$ cat config.mk
export PLATFORM = sky130hd
export DESIGN_NAME = uart_rx_deserializer
export DESIGN_NICKNAME = d
export VERILOG_FILES = /design/src/rtl/uart_rx_deserializer.sv
export SDC_FILE = /design/constraint.sdc
export NUM_CORES = 1
export LEC_CHECK = 0
export BUFFER_PORTS_ARGS = -buffer_cell sky130_fd_sc_hd__buf_2
export CORE_MARGIN = 3
export CORE_UTILIZATION = 25
export DETAILED_ROUTE_END_ITERATION = 7
export PLACE_DENSITY = 0.46
export SYNTH_ARGS = -nofsm -noshare
export SYNTH_HDL_FRONTEND = slang
export SYNTH_SLANG_ARGS = --single-unit
$ cat constraint.sdc
create_clock -name iCE_CLK -period 4.6 [get_ports iCE_CLK]
set_clock_uncertainty 0.2 [all_clocks]
set_input_delay 0 -clock iCE_CLK [delete_from_list [all_inputs] [get_ports iCE_CLK]]
set_output_delay 0 -clock iCE_CLK [all_outputs]
set_load 0.05 [all_outputs]
$ cat src/rtl/uart_rx_deserializer.sv
// rtl/uart_rx_deserializer.sv - 8N1 serial receiver with valid/ready byte output
//
// Purpose: synchronises the raw RX line, qualifies the start bit at mid-bit,
// samples eight data bits LSB-first at bit centres and checks the stop bit.
// Completed bytes are presented on a valid/ready interface.
//
// Ports:
//   iCE_CLK       system clock, rising edge
//   reset         asynchronous active-high reset
//   RS232_Rx_TTL  raw serial line, idles high, asynchronous to iCE_CLK
//   rx_data       received byte, stable while rx_valid=1
//   rx_valid      byte available, held until rx_valid & rx_ready at an edge
//   rx_ready      consumer accept
//   frame_err     one-cycle pulse when the stop bit samples low
//   overrun       one-cycle pulse when a byte completes while one is unaccepted
//   busy          high whenever the receiver is not idle

`timescale 1ns/1ps

module uart_rx_deserializer #(
    parameter int CLKS_PER_BIT = 1250
) (
    input  logic       iCE_CLK,
    input  logic       reset,
    input  logic       RS232_Rx_TTL,
    output logic [7:0] rx_data,
    output logic       rx_valid,
    input  logic       rx_ready,
    output logic       frame_err,
    output logic       overrun,
    output logic       busy
);

    localparam int CW = $clog2(CLKS_PER_BIT);
    localparam logic [CW-1:0] LP_HALF_LAST = CW'(CLKS_PER_BIT / 2 - 1);
    localparam logic [CW-1:0] LP_BIT_LAST  = CW'(CLKS_PER_BIT - 1);
    localparam logic [CW-1:0] LP_CNT_ONE   = CW'(1);

    typedef enum logic [2:0] {
        S_IDLE,
        S_START,
        S_DATA,
        S_STOP,
        S_WAIT_HIGH
    } state_t;

    state_t       r_state;
    logic [CW-1:0] r_cnt;
    logic [2:0]   r_bit_idx;
    logic [7:0]   r_shift;
    logic         r_sync1;
    logic         r_sync2;
    logic [7:0]   r_rx_data;
    logic         r_rx_valid;
    logic         r_frame_err;
    logic         r_overrun;
    logic         r_busy;
    logic         w_rxs;

    assign w_rxs     = r_sync2;
    assign rx_data   = r_rx_data;
    assign rx_valid  = r_rx_valid;
    assign frame_err = r_frame_err;
    assign overrun   = r_overrun;
    assign busy      = r_busy;

    always_ff @(posedge iCE_CLK or posedge reset) begin
        if (reset) begin
            r_state     <= S_IDLE;
            r_cnt       <= '0;
            r_bit_idx   <= '0;
            r_shift     <= '0;
            r_sync1     <= 1'b1;
            r_sync2     <= 1'b1;
            r_rx_data   <= '0;
            r_rx_valid  <= 1'b0;
            r_frame_err <= 1'b0;
            r_overrun   <= 1'b0;
            r_busy      <= 1'b0;
        end else begin
            r_sync1     <= RS232_Rx_TTL;
            r_sync2     <= r_sync1;
            r_frame_err <= 1'b0;
            r_overrun   <= 1'b0;

            // Handshake drops valid; a byte loading this same cycle re-asserts it below.
            if (r_rx_valid && rx_ready) begin
                r_rx_valid <= 1'b0;
            end

            case (r_state)
                S_IDLE: begin
                    if (!w_rxs) begin
                        r_state <= S_START;
                        r_cnt   <= '0;
                        r_busy  <= 1'b1;
                    end
                end

                S_START: begin
                    if (r_cnt == LP_HALF_LAST) begin
                        r_cnt <= '0;
                        if (!w_rxs) begin
                            r_state   <= S_DATA;
                            r_bit_idx <= '0;
                        end else begin
                            // Line already back high at mid start bit: treat as a glitch.
                            r_state <= S_IDLE;
                            r_busy  <= 1'b0;
                        end
                    end else begin
                        r_cnt <= r_cnt + LP_CNT_ONE;
                    end
                end

                S_DATA: begin
                    if (r_cnt == LP_BIT_LAST) begin
                        r_cnt              <= '0;
                        r_shift[r_bit_idx] <= w_rxs;
                        r_bit_idx          <= r_bit_idx + 3'd1;
                        if (r_bit_idx == 3'd7) begin
                            r_state <= S_STOP;
                        end
                    end else begin
                        r_cnt <= r_cnt + LP_CNT_ONE;
                    end
                end

                S_STOP: begin
                    if (r_cnt == LP_BIT_LAST) begin
                        r_cnt <= '0;
                        if (w_rxs) begin
                            // Leaving at mid stop bit lets a back-to-back start edge be seen in IDLE.
                            r_state <= S_IDLE;
                            r_busy  <= 1'b0;
                            if (!r_rx_valid || rx_ready) begin
                                r_rx_data  <= r_shift;
                                r_rx_valid <= 1'b1;
                            end else begin
                                r_overrun <= 1'b1;
                            end
                        end else begin
                            r_frame_err <= 1'b1;
                            r_state     <= S_WAIT_HIGH;
                        end
                    end else begin
                        r_cnt <= r_cnt + LP_CNT_ONE;
                    end
                end

                S_WAIT_HIGH: begin
                    // A held-low (break) line is ignored until it returns to idle.
                    if (w_rxs) begin
                        r_state <= S_IDLE;
                        r_busy  <= 1'b0;
                    end
                end

                default: begin
                    r_state <= S_IDLE;
                    r_busy  <= 1'b0;
                end
            endcase
        end
    end

endmodule
==> results of run 1 <==
## metrics by stage
stage	util	cells	worst slack, ns	instance area [µm²]	power (µW)
after floorplan	-	183	2.405	1943	358.5
after global placement	0.2851	290	2.187	2112	363.8
after detailed placement	0.2851	290	2.147	2112	363.6
after CTS	0.3011	301	2.131	2231	603.2
after global routing	0.3011	301	1.950	2231	617.1
final	0.3011	301	2.175	2231	589.2
## final timing paths
kind / start / to / slack [ns] / cells after the start
min in group asynchronous: reset / r_bit_idx[1] / 0.17 / 4
min: RS232_Rx_TTL / r_sync1 / 0.15 / 2
max in group asynchronous: reset / r_sync2 / 3.66 / 4
max reg2reg: r_state[1] / rx_data[7] / 2.18 / 5
min reg2reg: r_sync1 / r_sync2 / 0.17 / 0
max: r_state[1] / rx_data[7] / 2.18 / 5
## flip-flops by register name (all words and copies together) (netlist names)
register	flops
busy	1
r_sync1	1
overrun	1
frame_err	1
r_sync2	1
rx_valid	1
rx_data	8
r_bit_idx	3
r_state	3
r_cnt	11
r_shift	8
## timing repair
action / 4_1_cts / 5_1_grt
hold buffers: 3 / 0
endpoints found under the hold margin: 42 / 0
gates resized for setup: 0 / 0
## power breakdown
part,internal [µW],leakage (µW),switching (µW)
clock,106,0.0000402,126
combinational,3.78,0.000484,7.77
sequential,344,0.000518,2.10
total,453,0.00104,136
## worst max-delay path: cells and delay by family, from the launching register on
family | cells | cell delay [ns]
and+or+nand+nor | 3 | 1.05
buffers and inverters | 1 | 0.10
muxes | 1 | 0.36
DFF | 1 | 0.59
## kinds of logic (layout without fill, tap and decap cells)
logic type               count (synthesis)  after routing
multiplexers                            17             17
adder cells (fa/ha/maj)                  5              5
AND/OR/NAND/NOR                         73             73
AO/OA/AOI/OAI                           34             34
buffers and inverters                   15             34
flip-flops                              39             39
## layout by cell type, fill, tap and decap left out, types with 2 or more instances in the layout
cell type	synthesis	layout
dfrtp_1	37	37
nand2_1	16	16
buf_2	0	15
mux2_2	13	13
nand3_1	13	13
nor2_1	10	10
o21ai_1	9	9
nor3_1	8	8
a21oi_1	8	8
inv_1	7	7
or3_1	5	5
ha_1	5	5
clkbuf_8	0	5
nand4_1	4	4
a22o_1	4	4
mux2_1	4	4
nand2b_1	3	3
and3_1	3	3
a31oi_1	3	3
dlygate4sd3_1	0	3
o21ai_0	2	2
a21o_1	2	2
or2_2	2	2
o311ai_1	2	2
clkinvlp_4	0	2
dfstp_2	2	2
## cell type report
type                            instances  area [µm²]  area share
Clock buffer                            5       68.82     0.03085
Clock inverter                          3       20.02    0.008974
Inverter                                7       26.28     0.01178
Multi-Input combinational cell        129       900.9      0.4038
Sequential cell                        39       978.4      0.4386
Tap cell                               99       123.9     0.05552
Timing Repair Buffer                   19       112.6     0.05048
## metal layers
metal | up-vias | GRT usage | wire length (µm)
met5 | - | 0 | 0
met4 | 0 | 0.03610 | 62
met3 | 5 | 0.01683 | 114
met2 | 24 | 0.1348 | 1690
met1 | 687 | 0.1345 | 1972
li1 | 700 | - | -
==> impl_metrics.yaml, run 1 <==
outcome:
  outcome: "finished, final reports clean"
worst_setup_path:
  end_kind: "register"
  path_max_fanout: 14
  crit_chain: "inv_1, nor2_1, nand4_1, nand2b_1, mux2_2"
  cpPeakStageDelay_ns: 0.59
  cp_slowest_cell: "dfrtp_1"
  cp.required_ns: 4.57
  startpoint_type: "register"
  crit_type: "reg -> reg"
  arrival_ns: 2.40
floorplan:
  io-pin-count: 16
  dieHeight_um: 94.16
  num_rows: 31
  start_util: 0.2623
  die_area_um2: 8866
  die_x_um: 94.16
  core_area_um2: 7408
timing:
  hold_viol: 0
  fin_crit_ns: 2.425
  fin_setup_tns_ns: 0
  timing.fmax_ghz: 0.4125
  hold_slack_ns: 0.1529
  setup_violations: 0
  grt_setup_unrepaired: "false"
  max-slew-margin-rel: 0.6271
  drv_slew: 0
  fin_crit_sh: 0.5271
  worst_pin_slew_ns: 0.5572
yosys:
  ys_ff_latch: 39
  synth-compound-area-share: 0.1165
  syn_avg_cell_area_um2: 10.62
  synth_top_area_frac: 0.4765
  synthMuxAreaShare: 0.09852
  synth-simple-area-share: 0.2164
  synth_cell_type_count: 37
  synth_edf_count: 0
  syn_nets: 192
  syn_inst: 183
  synth_largest_area_cell: "dfrtp_1"
  ys.flop_type: "dfrtp_1"
  synth-async-reset-ratio: 1.000
  yosys-top-cells-area: "dfrtp_1 48%, mux2_2 7.5%, nand3_1 3.3%"
  synth_top_family_by_area: "simple AND/OR/NAND/NOR gates"
  ys_warn_count: 0
  synthXorXnorAreaFrac: 0
  synth.top_cells.by_count: "37 x dfrtp_1, 16 x nand2_1, 13 x mux2_2, 13 x nand3_1, 10 x nor2_1"
  synth_seq_area_share: 0.5035
  yosys.area_share.adder: 0.03220
  syn_area_um2: 1943
  yosysMostFrequentCell: "dfrtp_1"
cts:
  htree_levels: 2
  cts_buffers: 5
  clock_latency_ns: 0.29
  cts.clk_slew.worst_paths_ns: 0.09
  cts_setup_buffers: 0
  cts_buffer_depth: 2
  root_buffer: "clkbuf_8"
  cts_tree: "yes"
  clkSinkCount: 39
detailed_routing:
  wl_per_cell_um: 12.76
  totalWireLength_um: 3840
  ant_nets: 0
  vias: 1416
  viasPerCell: 4.704
  drc: 0
  initialDrtViolationCount: 76
  dr.pass1.iters: 5
placement:
  post-dp-hpwl_um: 2628
  place.gp.congestion: 0.7070
  io_buffers: 15
grt:
  gr-total-overflow: 0
  grt_pass1_vias: 1341
  track_usage: 0.09256
  antenna_found_initial: 0
  grt_max_degree: 40
  grt_first_pass_wirelength_um: 6610
pwr:
  max-vdd-ir-drop_mv: 0.1078
  power_density_nw_per_um2: 264.1
  leakage_uw: 0.001042
cells_and_area:
  drive_above_1_share: 0.2277
  syn2layout_area_growth_pct: 14.81
  final_nets: 210
  nFillCells: 768
  num_antenna_cells: 0
worst_hold_path:
  holdCritPathClass: "in -> reg"
job:
  maxCapViolCount: 0
Note: power is estimated with default switching activity, not from simulation.
==> run 2, diff against run 1 <==
ABC_AREA = 1   (was default)
clock period = 2.35 ns   (was 4.6 ns; I/O delays follow)
==> run 2 against run 1 <==
Against the previous run: setup slack lost 1.9 ns; power up 110%; wire length is 18% higher; largest cell class is now multi-input combinational cells; sequential power rose by 96%.
==> impl_metrics.yaml, run 2 <==
worst_setup_path:
  startpoint_type: "register"
  cp.required_ns: 2.33
  crit_type: "reg -> reg"
  end_kind: "register"
  arrival_ns: 2.05
  crit_chain: "inv_1, ha_1, inv_1, nor2_1, nand3_1, nand2_1, nand2_1, nor2_2, nor2_1"
  path_max_fanout: 13
  cpPeakStageDelay_ns: 0.44
  cp_slowest_cell: "dfrtp_1"
grt:
  grt_first_pass_wirelength_um: 8038
  gr-total-overflow: 0
  grt_pass1_vias: 1736
  track_usage: 0.09932
  antenna_found_initial: 0
  grt_max_degree: 40
timing:
  fin_crit_sh: 0.8802
  worst_pin_slew_ns: 0.4922
  drv_slew: 0
  grt_setup_unrepaired: "false"
  hold_slack_ns: 0.1506
  fin_setup_tns_ns: 0
  max-slew-margin-rel: 0.6719
  timing.fmax_ghz: 0.4835
  setup_violations: 0
  fin_crit_ns: 2.068
  hold_viol: 0
cells_and_area:
  multi_input_area_um2: 992.2
  num_antenna_cells: 0
  layout_commonest_cell: "nand2_1"
  nFillCells: 910
  regMostFlops: "r_cnt"
  final_nets: 305
  largest_register_ffs: 11
  regArea_um2: 978.4
  syn2layout_area_growth_pct: 15.33
  final_cell_mix: "71 x nand2_1, 40 x inv_1, 37 x dfrtp_1"
  drive_above_1_share: 0.1616
pwr:
  power_density_nw_per_um2: 508.3
  max-vdd-ir-drop_mv: 0.1790
  power.total_uw: 1263
  leakage_uw: 0.001251
placement:
  io_buffers: 15
  place.gp.congestion: 0.8981
  post-dp-hpwl_um: 3360
cts:
  clkSinkCount: 39
  cts.clk_slew.worst_paths_ns: 0.08
  cts_buffer_depth: 2
  clock_latency_ns: 0.29
  hold_buffers: 3
  root_buffer: "clkbuf_8"
  htree_levels: 2
  cts_resized: 0
  cts_tree: "yes"
  cts_setup_buffers: 0
  cts_buffers: 5
floorplan:
  die_x_um: 98.84
  dieHeight_um: 98.84
  start_util: 0.2596
  core_area_um2: 8299
  die_area_um2: 9768
  io-pin-count: 16
  num_rows: 33
yosys:
  syn_inst: 274
  syn_avg_cell_area_um2: 7.863
  synth_cell_type_count: 24
  ys_ff_latch: 39
  syn_nets: 283
  synth-async-reset-ratio: 1.000
  synth_top_area_frac: 0.4297
  synth_largest_area_cell: "dfrtp_1"
  ys_warn_count: 0
  ys.flop_type: "dfrtp_1"
  syn_area_um2: 2155
  yosysMostFrequentCell: "nand2_1"
  synth.top_cells.by_count: "71 x nand2_1, 40 x inv_1, 37 x dfrtp_1"
  synth_seq_area_share: 0.4541
  yosys-top-cells-area: "dfrtp_1 43%, nand2_1 12%, inv_1 7.0%"
  synth_edf_count: 0
worst_hold_path:
  holdCritPathClass: "in -> reg"
job:
  maxCapViolCount: 0
detailed_routing:
  totalWireLength_um: 4544
  top_layer: "met4"
  initialDrtViolationCount: 93
  met2_length_um: 1935
  viasPerCell: 4.371
  wl_met1_um: 2364
  drc: 0
  met3_wirelength_um: 192
  ant_nets: 0
  wl_per_cell_um: 11.30
  dr.pass1.iters: 4
  vias: 1757
outcome:
  outcome: "finished, final reports clean"
==> run 2: final cells by class <==
| cell class | count | area share |
|---|---|---|
| multi-input cells | 189 | 0.3993 |
| flip-flops and latches | 39 | 0.3938 |
| inverters | 42 | 0.06344 |
| well taps | 105 | 0.05287 |
| repair buffers | 19 | 0.04532 |
| clock buffers | 5 | 0.02769 |
| clock inverters | 3 | 0.01762 |
==> run 2: logic make-up after synthesis <==
logic type / synth area share
AOI/OAI and AO/OA: 0.06562
xor gates and xnor gates: 0.01626
adders and majority gates: 0.02904
buffers and inverters: 0.08537
DFF: 0.4541
and+or+nand+nor: 0.3496
==> run 2: per-layer routing <==
layer,global-route usage,vias to the layer above
met4,0.03887,0
met1,0.1436,797
met2,0.1457,33
met3,0.01911,5
li1,-,922
met5,0,-
==> run 2: report_power, final <==
part	internal, µW	switching (µW)	total [µW]	leakage, µW
sequential	674	3.62	677	0.000518
combinational	7.32	17.2	24.5	0.000675
clock	316	245	561	0.0000581
total	997	266	1260	0.00125
==> run 2: per-stage QoR <==
stage | std cells | instance area, µm² | util | worst slack (ns)
floorplan | 274 | 2155 | - | 0.6929
detailed placement | 391 | 2342 | 0.2822 | 0.3001
finish | 402 | 2485 | 0.2994 | 0.2816
global placement | 391 | 2342 | 0.2822 | 0.3840
CTS | 402 | 2485 | 0.2994 | 0.2650
global route | 402 | 2485 | 0.2994 | 0.09498
==> run 2: critical path: cells and delay by family (launching register included) <==
kind          cells  cell delay [ns]
fa+ha+maj         1             0.16
buf+inv           2             0.19
flops             1             0.44
simple gates      6             0.98
==> run 2: path summary, 6_finish.rpt <==
| kind | from | depth (start not counted) | end | slack [ns] |
|---|---|---|---|---|
| max in group asynchronous | reset | 4 | r_sync1 | 1.43 |
| worst max-delay path | r_cnt[0] | 9 | r_cnt[4] | 0.28 |
| worst max register to register | r_cnt[0] | 9 | r_cnt[4] | 0.28 |
| worst min-delay path | RS232_Rx_TTL | 2 | r_sync1 | 0.15 |
| worst min register to register | r_sync1 | 0 | r_sync2 | 0.16 |
| min in group asynchronous | reset | 4 | rx_valid | 0.16 |
